===== src/rtl/dunc16_sequencer_if.sv =====
// Control bundle between the dunc16 sequencer and its datapath.
// The sequencer drives the master side; the datapath (or bench) drives the slave side.
interface dunc16_sequencer_if;
  logic [3:0]  IR_OP;
  logic        AN;
  logic        AZ;
  logic        MEM_READY;

  logic [3:0]  T;
  logic        FETCH;
  logic        EXECUTE;
  logic        EN_MA;
  logic        EN_MD;
  logic        EN_IR;
  logic        EN_PC;
  logic        EN_AC;
  logic        EN_LINK;
  logic        INCR_PC;
  logic        SEL_MA;
  logic        SEL_PC;
  logic        MEM_RD;
  logic        MEM_WE;
  logic        DO_LDA;
  logic        DO_ADD;
  logic        HALTED;
  logic [15:0] INSTR_COUNT;

  modport master (
    input  IR_OP, AN, AZ, MEM_READY,
    output T, FETCH, EXECUTE, EN_MA, EN_MD, EN_IR, EN_PC, EN_AC, EN_LINK,
           INCR_PC, SEL_MA, SEL_PC, MEM_RD, MEM_WE, DO_LDA, DO_ADD,
           HALTED, INSTR_COUNT
  );

  modport slave (
    output IR_OP, AN, AZ, MEM_READY,
    input  T, FETCH, EXECUTE, EN_MA, EN_MD, EN_IR, EN_PC, EN_AC, EN_LINK,
           INCR_PC, SEL_MA, SEL_PC, MEM_RD, MEM_WE, DO_LDA, DO_ADD,
           HALTED, INSTR_COUNT
  );
endinterface


===== src/rtl/dunc16_sequencer.sv =====
// Four-phase FETCH/EXECUTE timing and control decode for the dunc16 accumulator CPU,
// with memory wait-state stretching, HALT and a retired-instruction counter.
module dunc16_sequencer (
  input  logic                CLK,
  input  logic                RESET,
  dunc16_sequencer_if.master  bus
);

  typedef enum logic [1:0] {PH_T0, PH_T1, PH_T2, PH_T3} phase_t;

  typedef enum logic [3:0] {
    OP_LDA  = 4'd0,
    OP_STA  = 4'd1,
    OP_ADD  = 4'd2,
    OP_JMP  = 4'd3,
    OP_BAN  = 4'd4,
    OP_BL   = 4'd5,
    OP_RET  = 4'd6,
    OP_HALT = 4'd15
  } opcode_t;

  logic        run_q,    run_d;
  logic        fetch_q,  fetch_d;
  phase_t      phase_q,  phase_d;
  logic        halted_q, halted_d;
  logic [15:0] count_q,  count_d;

  logic        active;
  logic        mem_rd, mem_we;

  always_ff @(posedge CLK or negedge RESET) begin
    if (!RESET) begin
      run_q    <= 1'b0;
      fetch_q  <= 1'b1;
      phase_q  <= PH_T0;
      halted_q <= 1'b0;
      count_q  <= '0;
    end else begin
      run_q    <= run_d;
      fetch_q  <= fetch_d;
      phase_q  <= phase_d;
      halted_q <= halted_d;
      count_q  <= count_d;
    end
  end

  // Control decode: pure function of registered state plus IR_OP/AN.
  always_comb begin
    active       = run_q & ~halted_q;
    mem_rd       = 1'b0;
    mem_we       = 1'b0;
    bus.EN_MA    = 1'b0;
    bus.EN_MD    = 1'b0;
    bus.EN_IR    = 1'b0;
    bus.EN_PC    = 1'b0;
    bus.EN_AC    = 1'b0;
    bus.EN_LINK  = 1'b0;
    bus.INCR_PC  = 1'b0;
    bus.SEL_MA   = 1'b0;
    bus.SEL_PC   = 1'b0;
    bus.DO_LDA   = 1'b0;
    bus.DO_ADD   = 1'b0;

    if (active) begin
      unique case (phase_q)
        PH_T0: begin
          if (fetch_q) begin
            bus.EN_MA = 1'b1;
          end else if (bus.IR_OP == OP_LDA || bus.IR_OP == OP_ADD || bus.IR_OP == OP_STA) begin
            bus.EN_MA  = 1'b1;
            bus.SEL_MA = 1'b1;
          end
        end
        PH_T1: begin
          if (fetch_q || bus.IR_OP == OP_LDA || bus.IR_OP == OP_ADD) begin
            mem_rd    = 1'b1;
            bus.EN_MD = 1'b1;
          end else if (bus.IR_OP == OP_STA) begin
            mem_we = 1'b1;
          end else if (bus.IR_OP == OP_BL) begin
            bus.EN_LINK = 1'b1;
          end
        end
        PH_T2: begin
          if (fetch_q) begin
            bus.EN_IR   = 1'b1;
            bus.INCR_PC = 1'b1;
          end else begin
            case (bus.IR_OP)
              OP_LDA: begin bus.EN_AC = 1'b1; bus.DO_LDA = 1'b1; end
              OP_ADD: begin bus.EN_AC = 1'b1; bus.DO_ADD = 1'b1; end
              OP_JMP,
              OP_BL:  bus.EN_PC = 1'b1;
              OP_BAN: bus.EN_PC = bus.AN;
              OP_RET: begin bus.EN_PC = 1'b1; bus.SEL_PC = 1'b1; end
              default: ;
            endcase
          end
        end
        PH_T3: ;
        default: ;
      endcase
    end

    bus.MEM_RD      = mem_rd;
    bus.MEM_WE      = mem_we;
    bus.T           = 4'b0001 << phase_q;
    bus.FETCH       = fetch_q;
    bus.EXECUTE     = ~fetch_q;
    bus.HALTED      = halted_q;
    bus.INSTR_COUNT = count_q;
  end

  // Next state: first edge out of reset only arms RUN; memory T1 holds until MEM_READY.
  always_comb begin
    run_d    = run_q;
    fetch_d  = fetch_q;
    phase_d  = phase_q;
    halted_d = halted_q;
    count_d  = count_q;

    if (!run_q) begin
      run_d = 1'b1;
    end else if (!halted_q) begin
      if (!(phase_q == PH_T1 && (mem_rd || mem_we) && !bus.MEM_READY))
        phase_d = phase_t'(phase_q + 2'd1);
      if (phase_q == PH_T3) begin
        fetch_d = ~fetch_q;
        if (!fetch_q) begin
          count_d = count_q + 16'd1;
          if (bus.IR_OP == OP_HALT)
            halted_d = 1'b1;
        end
      end
    end
  end

endmodule


===== src/flat_wrapper.sv =====
// flat-port wrapper written by rule: the top's interface ports become plain ports
module dunc16_sequencer_flat 
  (CLK, RESET, bus_IR_OP, bus_AN, bus_AZ, bus_MEM_READY, bus_T, bus_FETCH, bus_EXECUTE, bus_EN_MA, bus_EN_MD, bus_EN_IR, bus_EN_PC, bus_EN_AC, bus_EN_LINK, bus_INCR_PC, bus_SEL_MA, bus_SEL_PC, bus_MEM_RD, bus_MEM_WE, bus_DO_LDA, bus_DO_ADD, bus_HALTED, bus_INSTR_COUNT);
  dunc16_sequencer_if bus_i ();
  input  logic CLK;
  input  logic RESET;
  input wire logic [$bits(bus_i.IR_OP)-1:0] bus_IR_OP;
  input wire logic [$bits(bus_i.AN)-1:0] bus_AN;
  input wire logic [$bits(bus_i.AZ)-1:0] bus_AZ;
  input wire logic [$bits(bus_i.MEM_READY)-1:0] bus_MEM_READY;
  output wire logic [$bits(bus_i.T)-1:0] bus_T;
  output wire logic [$bits(bus_i.FETCH)-1:0] bus_FETCH;
  output wire logic [$bits(bus_i.EXECUTE)-1:0] bus_EXECUTE;
  output wire logic [$bits(bus_i.EN_MA)-1:0] bus_EN_MA;
  output wire logic [$bits(bus_i.EN_MD)-1:0] bus_EN_MD;
  output wire logic [$bits(bus_i.EN_IR)-1:0] bus_EN_IR;
  output wire logic [$bits(bus_i.EN_PC)-1:0] bus_EN_PC;
  output wire logic [$bits(bus_i.EN_AC)-1:0] bus_EN_AC;
  output wire logic [$bits(bus_i.EN_LINK)-1:0] bus_EN_LINK;
  output wire logic [$bits(bus_i.INCR_PC)-1:0] bus_INCR_PC;
  output wire logic [$bits(bus_i.SEL_MA)-1:0] bus_SEL_MA;
  output wire logic [$bits(bus_i.SEL_PC)-1:0] bus_SEL_PC;
  output wire logic [$bits(bus_i.MEM_RD)-1:0] bus_MEM_RD;
  output wire logic [$bits(bus_i.MEM_WE)-1:0] bus_MEM_WE;
  output wire logic [$bits(bus_i.DO_LDA)-1:0] bus_DO_LDA;
  output wire logic [$bits(bus_i.DO_ADD)-1:0] bus_DO_ADD;
  output wire logic [$bits(bus_i.HALTED)-1:0] bus_HALTED;
  output wire logic [$bits(bus_i.INSTR_COUNT)-1:0] bus_INSTR_COUNT;
  assign bus_i.IR_OP = bus_IR_OP;
  assign bus_i.AN = bus_AN;
  assign bus_i.AZ = bus_AZ;
  assign bus_i.MEM_READY = bus_MEM_READY;
  assign bus_T = bus_i.T;
  assign bus_FETCH = bus_i.FETCH;
  assign bus_EXECUTE = bus_i.EXECUTE;
  assign bus_EN_MA = bus_i.EN_MA;
  assign bus_EN_MD = bus_i.EN_MD;
  assign bus_EN_IR = bus_i.EN_IR;
  assign bus_EN_PC = bus_i.EN_PC;
  assign bus_EN_AC = bus_i.EN_AC;
  assign bus_EN_LINK = bus_i.EN_LINK;
  assign bus_INCR_PC = bus_i.INCR_PC;
  assign bus_SEL_MA = bus_i.SEL_MA;
  assign bus_SEL_PC = bus_i.SEL_PC;
  assign bus_MEM_RD = bus_i.MEM_RD;
  assign bus_MEM_WE = bus_i.MEM_WE;
  assign bus_DO_LDA = bus_i.DO_LDA;
  assign bus_DO_ADD = bus_i.DO_ADD;
  assign bus_HALTED = bus_i.HALTED;
  assign bus_INSTR_COUNT = bus_i.INSTR_COUNT;
  dunc16_sequencer u_core (.CLK(CLK), .RESET(RESET), .bus(bus_i));
endmodule

===== config.mk =====
export PLATFORM = sky130hd
export DESIGN_NAME = dunc16_sequencer_flat
export DESIGN_NICKNAME = d
export VERILOG_FILES = /design/src/rtl/dunc16_sequencer_if.sv /design/src/rtl/dunc16_sequencer.sv /design/src/flat_wrapper.sv
export SDC_FILE = /design/constraint.sdc
export NUM_CORES = 1
export LEC_CHECK = 0
export CORE_MARGIN = 5
export CORE_UTILIZATION = 35
export DETAILED_ROUTE_END_ITERATION = 10
export HOLD_SLACK_MARGIN = 0.08
export PLACE_DENSITY = 0.66
export SYNTH_ARGS = -nofsm -noshare
export SYNTH_HDL_FRONTEND = slang
export SYNTH_SLANG_ARGS = --single-unit
export TNS_END_PERCENT = 100

===== constraint.sdc =====
create_clock -name CLK -period 2.6 [get_ports CLK]
set_input_delay 0.65 -clock CLK [delete_from_list [all_inputs] [get_ports CLK]]
set_output_delay 0.65 -clock CLK [all_outputs]
set_load 0.05 [all_outputs]

Word level (Yosys, flattened, before mapping)
Cells that the tools add are included.
- muxes and demuxes: 46
- shifts and indexed selects: 1
- reduce and logical (&&, ||, !) cells: 15
- add/sub/neg operators: 2
- equal/unequal tests: 10
- bitwise operators: 4
- operator list (operator ; count):
    $mux 1 ; 45
    $add 16x1->16 const B ; 1
    $eq 4x3->1 const B ; 3
    $eq 4x2->1 const B ; 2
    $reduce_and 3->1 ; 2
    $logic_or 1x1->1 ; 5
    $eq 2x2->1 const B ; 2
    $eq 4x1->1 const B ; 1
    $eq 4x4->1 const B ; 1
    $logic_not 4->1 ; 1
    $reduce_and 4->1 ; 1
    $shl 1x2->4 const A ; 1
    $not 1->1 ; 3
    $reduce_or 3->1 ; 1
    $add 2x1->2 const B ; 1
    $eq 2x1->1 const B ; 1
    $logic_and 1x1->1 ; 2
    $logic_not 2->1 ; 1
    $pmux 1 s2 ; 1
    $reduce_or 2->1 ; 1
    $and 1x1->1 ; 1
    $logic_not 1->1 ; 1
- output and inout port bits: 36
- logic and storage cells: 83
- register bits after elaboration: 21
- input port bits: 9

Longest topological paths before layout
Gate-level depths: netlist of the first run.
- depth in word-level cells: 11
- gate-level depth with buffers: 6
- gate-level depth less buffers: 5

Least setup slack after synthesis of the first run
Ideal clock, no wire load.
- path kind: reg2out
- from: reg u_core.phase_q[0]
- to: out bus_DO_LDA
- required time: 1.950 ns
- slack: -0.697 ns
- buffers on the path: 0
- data arrival time: 2.647 ns
- stages on the path, launching flop included: 5
- cells stage by stage: dfrtp_1 > inv_1 > ha_1 > nand2_1 > nor4_1
- cells in the longest elaborated chain, start to end: 3
- ends and longest elaborated chain (item ; RTL line ; RTL):
    from (decl) ; dunc16_sequencer.sv:24 ; phase_t phase_q, phase_d;
    from (signal assigned) ; dunc16_sequencer.sv:41 ; phase_q <= phase_d;
    $eq 2x2->1 ; dunc16_sequencer.sv:65 ; unique case (phase_q)
    $mux 1 ; dunc16_sequencer.sv:65 ;
    $mux 1 ; dunc16_sequencer.sv:64 ; if (active) begin
    to (decl) ; flat_wrapper.sv:25 ; output wire logic [$bits(bus_i.DO_LDA)-1:0] bus_DO_LDA;
No other way between the ends.

Worst setup path in the final report of the first run
- from: reg u_core.phase_q[0]
- to: out bus_T[2]
- cells in the longest elaborated chain, start to end: 1
- ends and longest elaborated chain (item ; RTL line ; RTL):
    $shl 1x2->4 ; dunc16_sequencer.sv:107 ; bus.T = 4'b0001 << phase_q;
    to (decl) ; flat_wrapper.sv:11 ; output wire logic [$bits(bus_i.T)-1:0] bus_T;
No other way between the ends.

==> impl_metrics.json, run 1 <==
{
  "fillers": 310,
  "cp.required_ns": 1.95,
  "layout.nets": 181,
  "final-hold-violation-count": 0,
  "routedWlPerCell_um": 13.2,
  "numCtsBuffers": 3,
  "placed_cell_area_um2": 1830,
  "dp_hpwl_um": 2230,
  "period_share_pct": 96.6,
  "synth.distinct_cells": 34,
  "drv_cap": 0,
  "ys_ff_latch": 21,
  "drv_slew": 0,
  "slowest_delay_ns": 0.81,
  "swShare_pct": 48.6,
  "total_power_mw": 1.49,
  "whs_endpoint": "u_core.bus.INSTR_COUNT[15]",
  "synth_area_um2": 1190,
  "skew_ns": 0.00231,
  "start_util_pct": 35.9,
  "portBuffers": 43,
  "rows": 21,
  "grt_pass1_wl_um": 4380,
  "rr_startpoint": "u_core.phase_q[0]",
  "synth_warnings": 0,
  "grt_max_degree": 12,
  "path_class": "reg2out",
  "grt_pass1_vias": 943,
  "period_needed_ns": 2.51,
  "ff2ff_setup_slack_ns": 0.85,
  "status": "completed",
  "cts_tree": "built",
  "die_area_um2": 4660,
  "cts_root_buf": "clkbuf_4",
  "drc": 0,
  "gp_congestion": 0.793,
  "cp.arrival_ns": 1.86,
  "firstDrtPassIters": 2,
  "path_clk_slew_ns": 0.11,
  "area.sequential_um2": 528,
  "reg2reg_depth": 5,
  "syn2layout_area_growth_pct": 58.1,
  "clk_latency_ns": 0.29,
  "final_common_cell": "clkdlybuf4s50_1",
  "r2r_end": "u_core.bus.INSTR_COUNT[14]",
  "multi_input_area_um2": 641,
  "yosys.area_share.simple_pct": 27.5,
  "p_seq_share_pct": 32.9,
  "internal_power_mw": 0.766,
  "hold_class": "reg2reg",
  "vdd_drop_max_mv": 0.461,
  "cts_buffer_depth": 2,
  "io_pins": 45,
  "synth_ff_type": "dfrtp_1",
  "wl_um": 2800,
  "synth_edf_count": 0,
  "antenna-diode-count": 0,
  "pre_cts_ws_ns": -0.124,
  "drive_gt1_share_pct": 25.9,
  "setup_violations": 0,
  "synth-seq-area-share_pct": 44.4,
  "fp.coreArea_um2": 3310,
  "leakage_nw": 0.832,
  "grtUsageTotal_pct": 12.4,
  "holdBufCountCts": 0,
  "synthMuxAreaShare_pct": 1.90,
  "antenna_found_initial": 0,
  "die_h_um": 68.2,
  "rsz0062_at_grt": "false",
  "min_from": "u_core.bus.INSTR_COUNT[15]",
  "drt_iter0_drc": 40,
  "p_switching_mw": 0.725,
  "maxSlewHeadroom_pct": 65.7,
  "synth_nets": 129,
  "pwr_density_cell_nw_per_um2": 795,
  "worst_slew_pin_slew_ns": 0.513,
  "routed_via_density": 4.69,
  "crit_fanout": 4,
  "crit_buf_inv": 2,
  "ant_nets": 0,
  "async_flop_share_pct": 100,
  "comb_power_share_pct": 57.1,
  "post_cts_buffers": 0,
  "numClockSinks": 21,
  "crit_path_end_kind": "output pin",
  "globalRouteOverflowTotal": 0,
  "synthCells": 115,
  "worstHoldPathCells": 1,
  "synth_compound_gate_area_share_pct": 3.16,
  "startpoint_type": "flip-flop",
  "synth_xor_area_share_pct": 12.5,
  "path_cells": "inv_1 > ha_2 > clkdlybuf4s50_1",
  "syn_area_per_cell_um2": 10.3,
  "worst_slack_ns": 0.0885,
  "synth_top_family_by_area": "simple AND/OR/NAND/NOR gates",
  "max_freq_mhz": 398,
  "htree_num_levels": 1,
  "holdWs_ns": 0.475,
  "cp_slowest_cell": "clkdlybuf4s50_1",
  "pwr-share-clk_pct": 10.0,
  "final_cell_mix": "clkdlybuf4s50_1, dfrtp_1, xnor2_1",
  "cpLargestDelayFamily": "buffers and inverters",
  "design_area_um2": 1880,
  "fp.dieW_um": 68.2,
  "vias": 995,
  "synthAdderAreaFrac_pct": 5.27
}
==> layout make-up <==
cell class / instances / area share (%)
multi-input cells: 83 / 34.1
repair buffers: 52 / 32.1
flip-flops and latches: 21 / 28.1
well taps: 46 / 3.07
clock buffers: 4 / 1.40
inverters: 6 / 1.20
==> power groups by stage <==
stage / Combinational (mW) / Sequential (mW) / Clock [mW]
after floorplan: 0.430 / 0.625 / 0
after global placement: 0.843 / 0.489 / 0
after detailed placement: 0.857 / 0.493 / 0
after CTS: 0.860 / 0.488 / 0.154
after global routing: 0.898 / 0.502 / 0.170
final: 0.851 / 0.491 / 0.150
==> metal layers <==
layer  wire length [um]  GRT usage (%)
met1               1280           15.8
met2               1260           19.5
met3                233           3.45
met4                 36           5.21
met5                  0              0
==> sequential cells by signal (all words and copies together) (netlist names) <==
name                    flops
u_core.phase_q              2
u_core.run_q                1
u_core.bus.HALTED           1
u_core.bus.FETCH            1
u_core.bus.INSTR_COUNT     16
==> cell families after synthesis <==
kind of cell | Yosys count
adders and majority gates | 5
buffers and inverters | 11
muxes | 2
xor gates and xnor gates | 17
other | 1
AOI/OAI and AO/OA | 6
and+or+nand+nor | 52
DFF | 21
==> worst max path at each step <==
stage	slack, ns	from	end	cells after the start
final	0.09	u_core.phase_q[0]	bus_T[2]	3
after global placement	-0.10	bus_IR_OP[3]	bus_DO_ADD	6
after CTS	0.04	bus_IR_OP[1]	bus_EN_MA	5
after global routing	0.003	u_core.phase_q[0]	bus_T[2]	3
after detailed placement	-0.12	bus_IR_OP[3]	bus_DO_ADD	6
after floorplan	-0.27	bus_IR_OP[3]	bus_EN_PC	3
==> cell usage after synthesis (2+ instances only) <==
library cell   n  share of area, %
and4_1         2               1.5
nor2_1        11               3.5
nor3_2         2               1.7
and3_1         4               2.1
ha_1           5               5.3
mux2_2         2               1.9
inv_1          6               1.9
a21oi_1        2              0.84
buf_4          2               1.3
nand2_1        8               2.5
xor2_1         5               3.7
nand2b_1       2               1.1
xnor2_1       12               8.9
nor3_1         3               1.3
nand3_2        2               1.7
nand3_1        4               1.7
buf_2          2              0.84
nand4_1        6               3.2
dfrtp_1       20                42
==> stage by stage <==
step	utilization (%)	setup TNS (ns)	std cells
floorplan	-	-0.570	115
global placement	55.3	-0.475	208
detailed placement	55.3	-0.573	208
CTS	56.2	0	212
global route	56.7	0	212
finish	56.7	0	212
==> repair_timing <==
item	CTS	global route
pin swaps	4	0
endpoints found under the setup margin	7	5
gates resized for setup	6	3
No activity file was read; power rests on OpenSTA's default activity.
==> run 2: changes to the inputs <==
Settings changed: SKIP_CTS_REPAIR_TIMING set to 1.
==> run 2 against run 1 <==
- sequential share of layout area is 0.24 points lower
- global-route usage is 0.069 points lower
- via count is 0.80% higher
- cell count stayed put
- clock power hardly changed
- critical path depth stayed put
- flip-flop and latch count stayed put
- combinational power is 0.5% higher
- non-clock buffer count stayed put
- critical endpoint unchanged
- largest power group unchanged
==> impl_metrics.json, run 2 (synthesis results as in run 1) <==
{
  "largest_reg_flops": 16,
  "holdWs_ns": 0.475,
  "io_pins": 45,
  "p_switching_mw": 0.728,
  "routedWlPerCell_um": 13.5,
  "cp.required_ns": 1.95,
  "numCtsBuffers": 3,
  "reg2reg_depth": 5,
  "crit_buf_inv": 2,
  "total_power_mw": 1.50,
  "portBuffers": 43,
  "maxSlewHeadroom_pct": 65.7,
  "path_clk_slew_ns": 0.11,
  "pwr-share-clk_pct": 10.0,
  "grt_max_degree": 12,
  "path_class": "reg2out",
  "final-hold-violation-count": 0,
  "drc": 0,
  "worst_slew_pin_slew_ns": 0.513,
  "antenna_found_initial": 0,
  "cpLargestDelayFamily": "buffers and inverters",
  "crit_fanout": 4,
  "antenna-diode-count": 0,
  "cts_tree": "built",
  "path_depth": 3,
  "period_share_pct": 96.6,
  "setup_violations": 0,
  "pre_cts_ws_ns": -0.124,
  "cts_root_buf": "clkbuf_4",
  "routed_via_density": 4.73,
  "wl_um": 2860,
  "final_common_cell": "clkdlybuf4s50_1",
  "cts_buffer_depth": 2,
  "htree_num_levels": 1,
  "grt_pass1_vias": 930,
  "hold_class": "reg2reg",
  "grt_pass1_wl_um": 4350,
  "rows": 21,
  "design_area_um2": 1890,
  "grtUsageMet2_pct": 19.4,
  "final_cell_mix": "clkdlybuf4s50_1, dfrtp_1, xnor2_1",
  "die_h_um": 68.2,
  "grt_util_met1_pct": 15.7,
  "start_util_pct": 35.9,
  "dp_hpwl_um": 2230,
  "fillers": 306,
  "drv_cap": 0,
  "firstDrtPassIters": 2,
  "grtUsageTotal_pct": 12.3,
  "met3_usage_pct": 3.45,
  "numClockSinks": 21,
  "drive_gt1_share_pct": 26.5,
  "comb_power_share_pct": 57.1,
  "period_needed_ns": 2.51,
  "swShare_pct": 48.7,
  "path_cells": "inv_1 > ha_2 > clkdlybuf4s50_1",
  "worstHoldPathCells": 1,
  "fp.coreArea_um2": 3310,
  "syn2layout_area_growth_pct": 59.4,
  "cp_slowest_cell": "clkdlybuf4s50_1",
  "grt_busiest_layer": "met2",
  "gp_congestion": 0.793,
  "slowest_delay_ns": 0.81,
  "clk_latency_ns": 0.29,
  "fp.dieW_um": 68.2,
  "crit_path_end_kind": "output pin",
  "die_area_um2": 4660,
  "ant_nets": 0,
  "pwr_density_cell_nw_per_um2": 790,
  "p_seq_share_pct": 32.9,
  "globalRouteOverflowTotal": 0,
  "skew_ns": 0.00231,
  "drv_slew": 0,
  "startpoint_type": "flip-flop",
  "cp.arrival_ns": 1.86,
  "leakage_nw": 0.856,
  "internal_power_mw": 0.768,
  "layout.cells.non_filler": 212,
  "max_freq_mhz": 398,
  "drt_iter0_drc": 23,
  "layout.nets": 181,
  "placed_cell_area_um2": 1830,
  "vdd_drop_max_mv": 0.459,
  "worst_slack_ns": 0.0872,
  "status": "completed",
  "vias": 1003,
  "place_inst": 208
}
[run 2: path summary, 6_finish.rpt]
kind	from	endpoint	slack [ns]
worst max-delay path	u_core.phase_q[0]	bus_T[2]	0.09
worst min-delay path	u_core.bus.INSTR_COUNT[15]	u_core.bus.INSTR_COUNT[15]	0.47
worst max register to register	u_core.phase_q[0]	u_core.bus.INSTR_COUNT[14]	0.85
worst min register to register	u_core.bus.INSTR_COUNT[15]	u_core.bus.INSTR_COUNT[15]	0.47
max in group asynchronous	RESET	u_core.bus.FETCH	1.32
min in group asynchronous	RESET	u_core.bus.INSTR_COUNT[8]	0.67
[run 2: per-stage QoR]
stage / util, % / setup TNS (ns)
2_1_floorplan: - / -0.570
3_3_place_gp: 55.3 / -0.475
3_5_place_dp: 55.3 / -0.573
4_1_cts: 56.1 / -0.586
5_1_grt: 57.2 / -0.00751
6_report: 57.2 / 0
[run 2: routing by layer]
metal / up-vias / share of wire (%)
met3: 4 / 7.9
met2: 38 / 46
met1: 470 / 45
met4: 0 / 1.3
li1: 491 / -
met5: - / 0
[run 2: final cells by class]
type / instances / area [um2] / area share [%]
clock buffer: 4 / 26.3 / 1.39
inverter: 6 / 22.5 / 1.19
multi-input combinational: 83 / 646 / 34.1
sequential: 21 / 528 / 27.9
tap: 46 / 57.6 / 3.04
timing repair buffer: 52 / 613 / 32.4
[run 2: power by group through the flow]
| stage | Sequential, mW | Clock, mW | Combinational [mW] |
|---|---|---|---|
| 2_1_floorplan | 0.625 | 0 | 0.430 |
| 3_3_place_gp | 0.489 | 0 | 0.843 |
| 3_5_place_dp | 0.493 | 0 | 0.857 |
| 4_1_cts | 0.488 | 0.154 | 0.859 |
| 5_1_grt | 0.502 | 0.170 | 0.901 |
| 6_report | 0.491 | 0.150 | 0.855 |
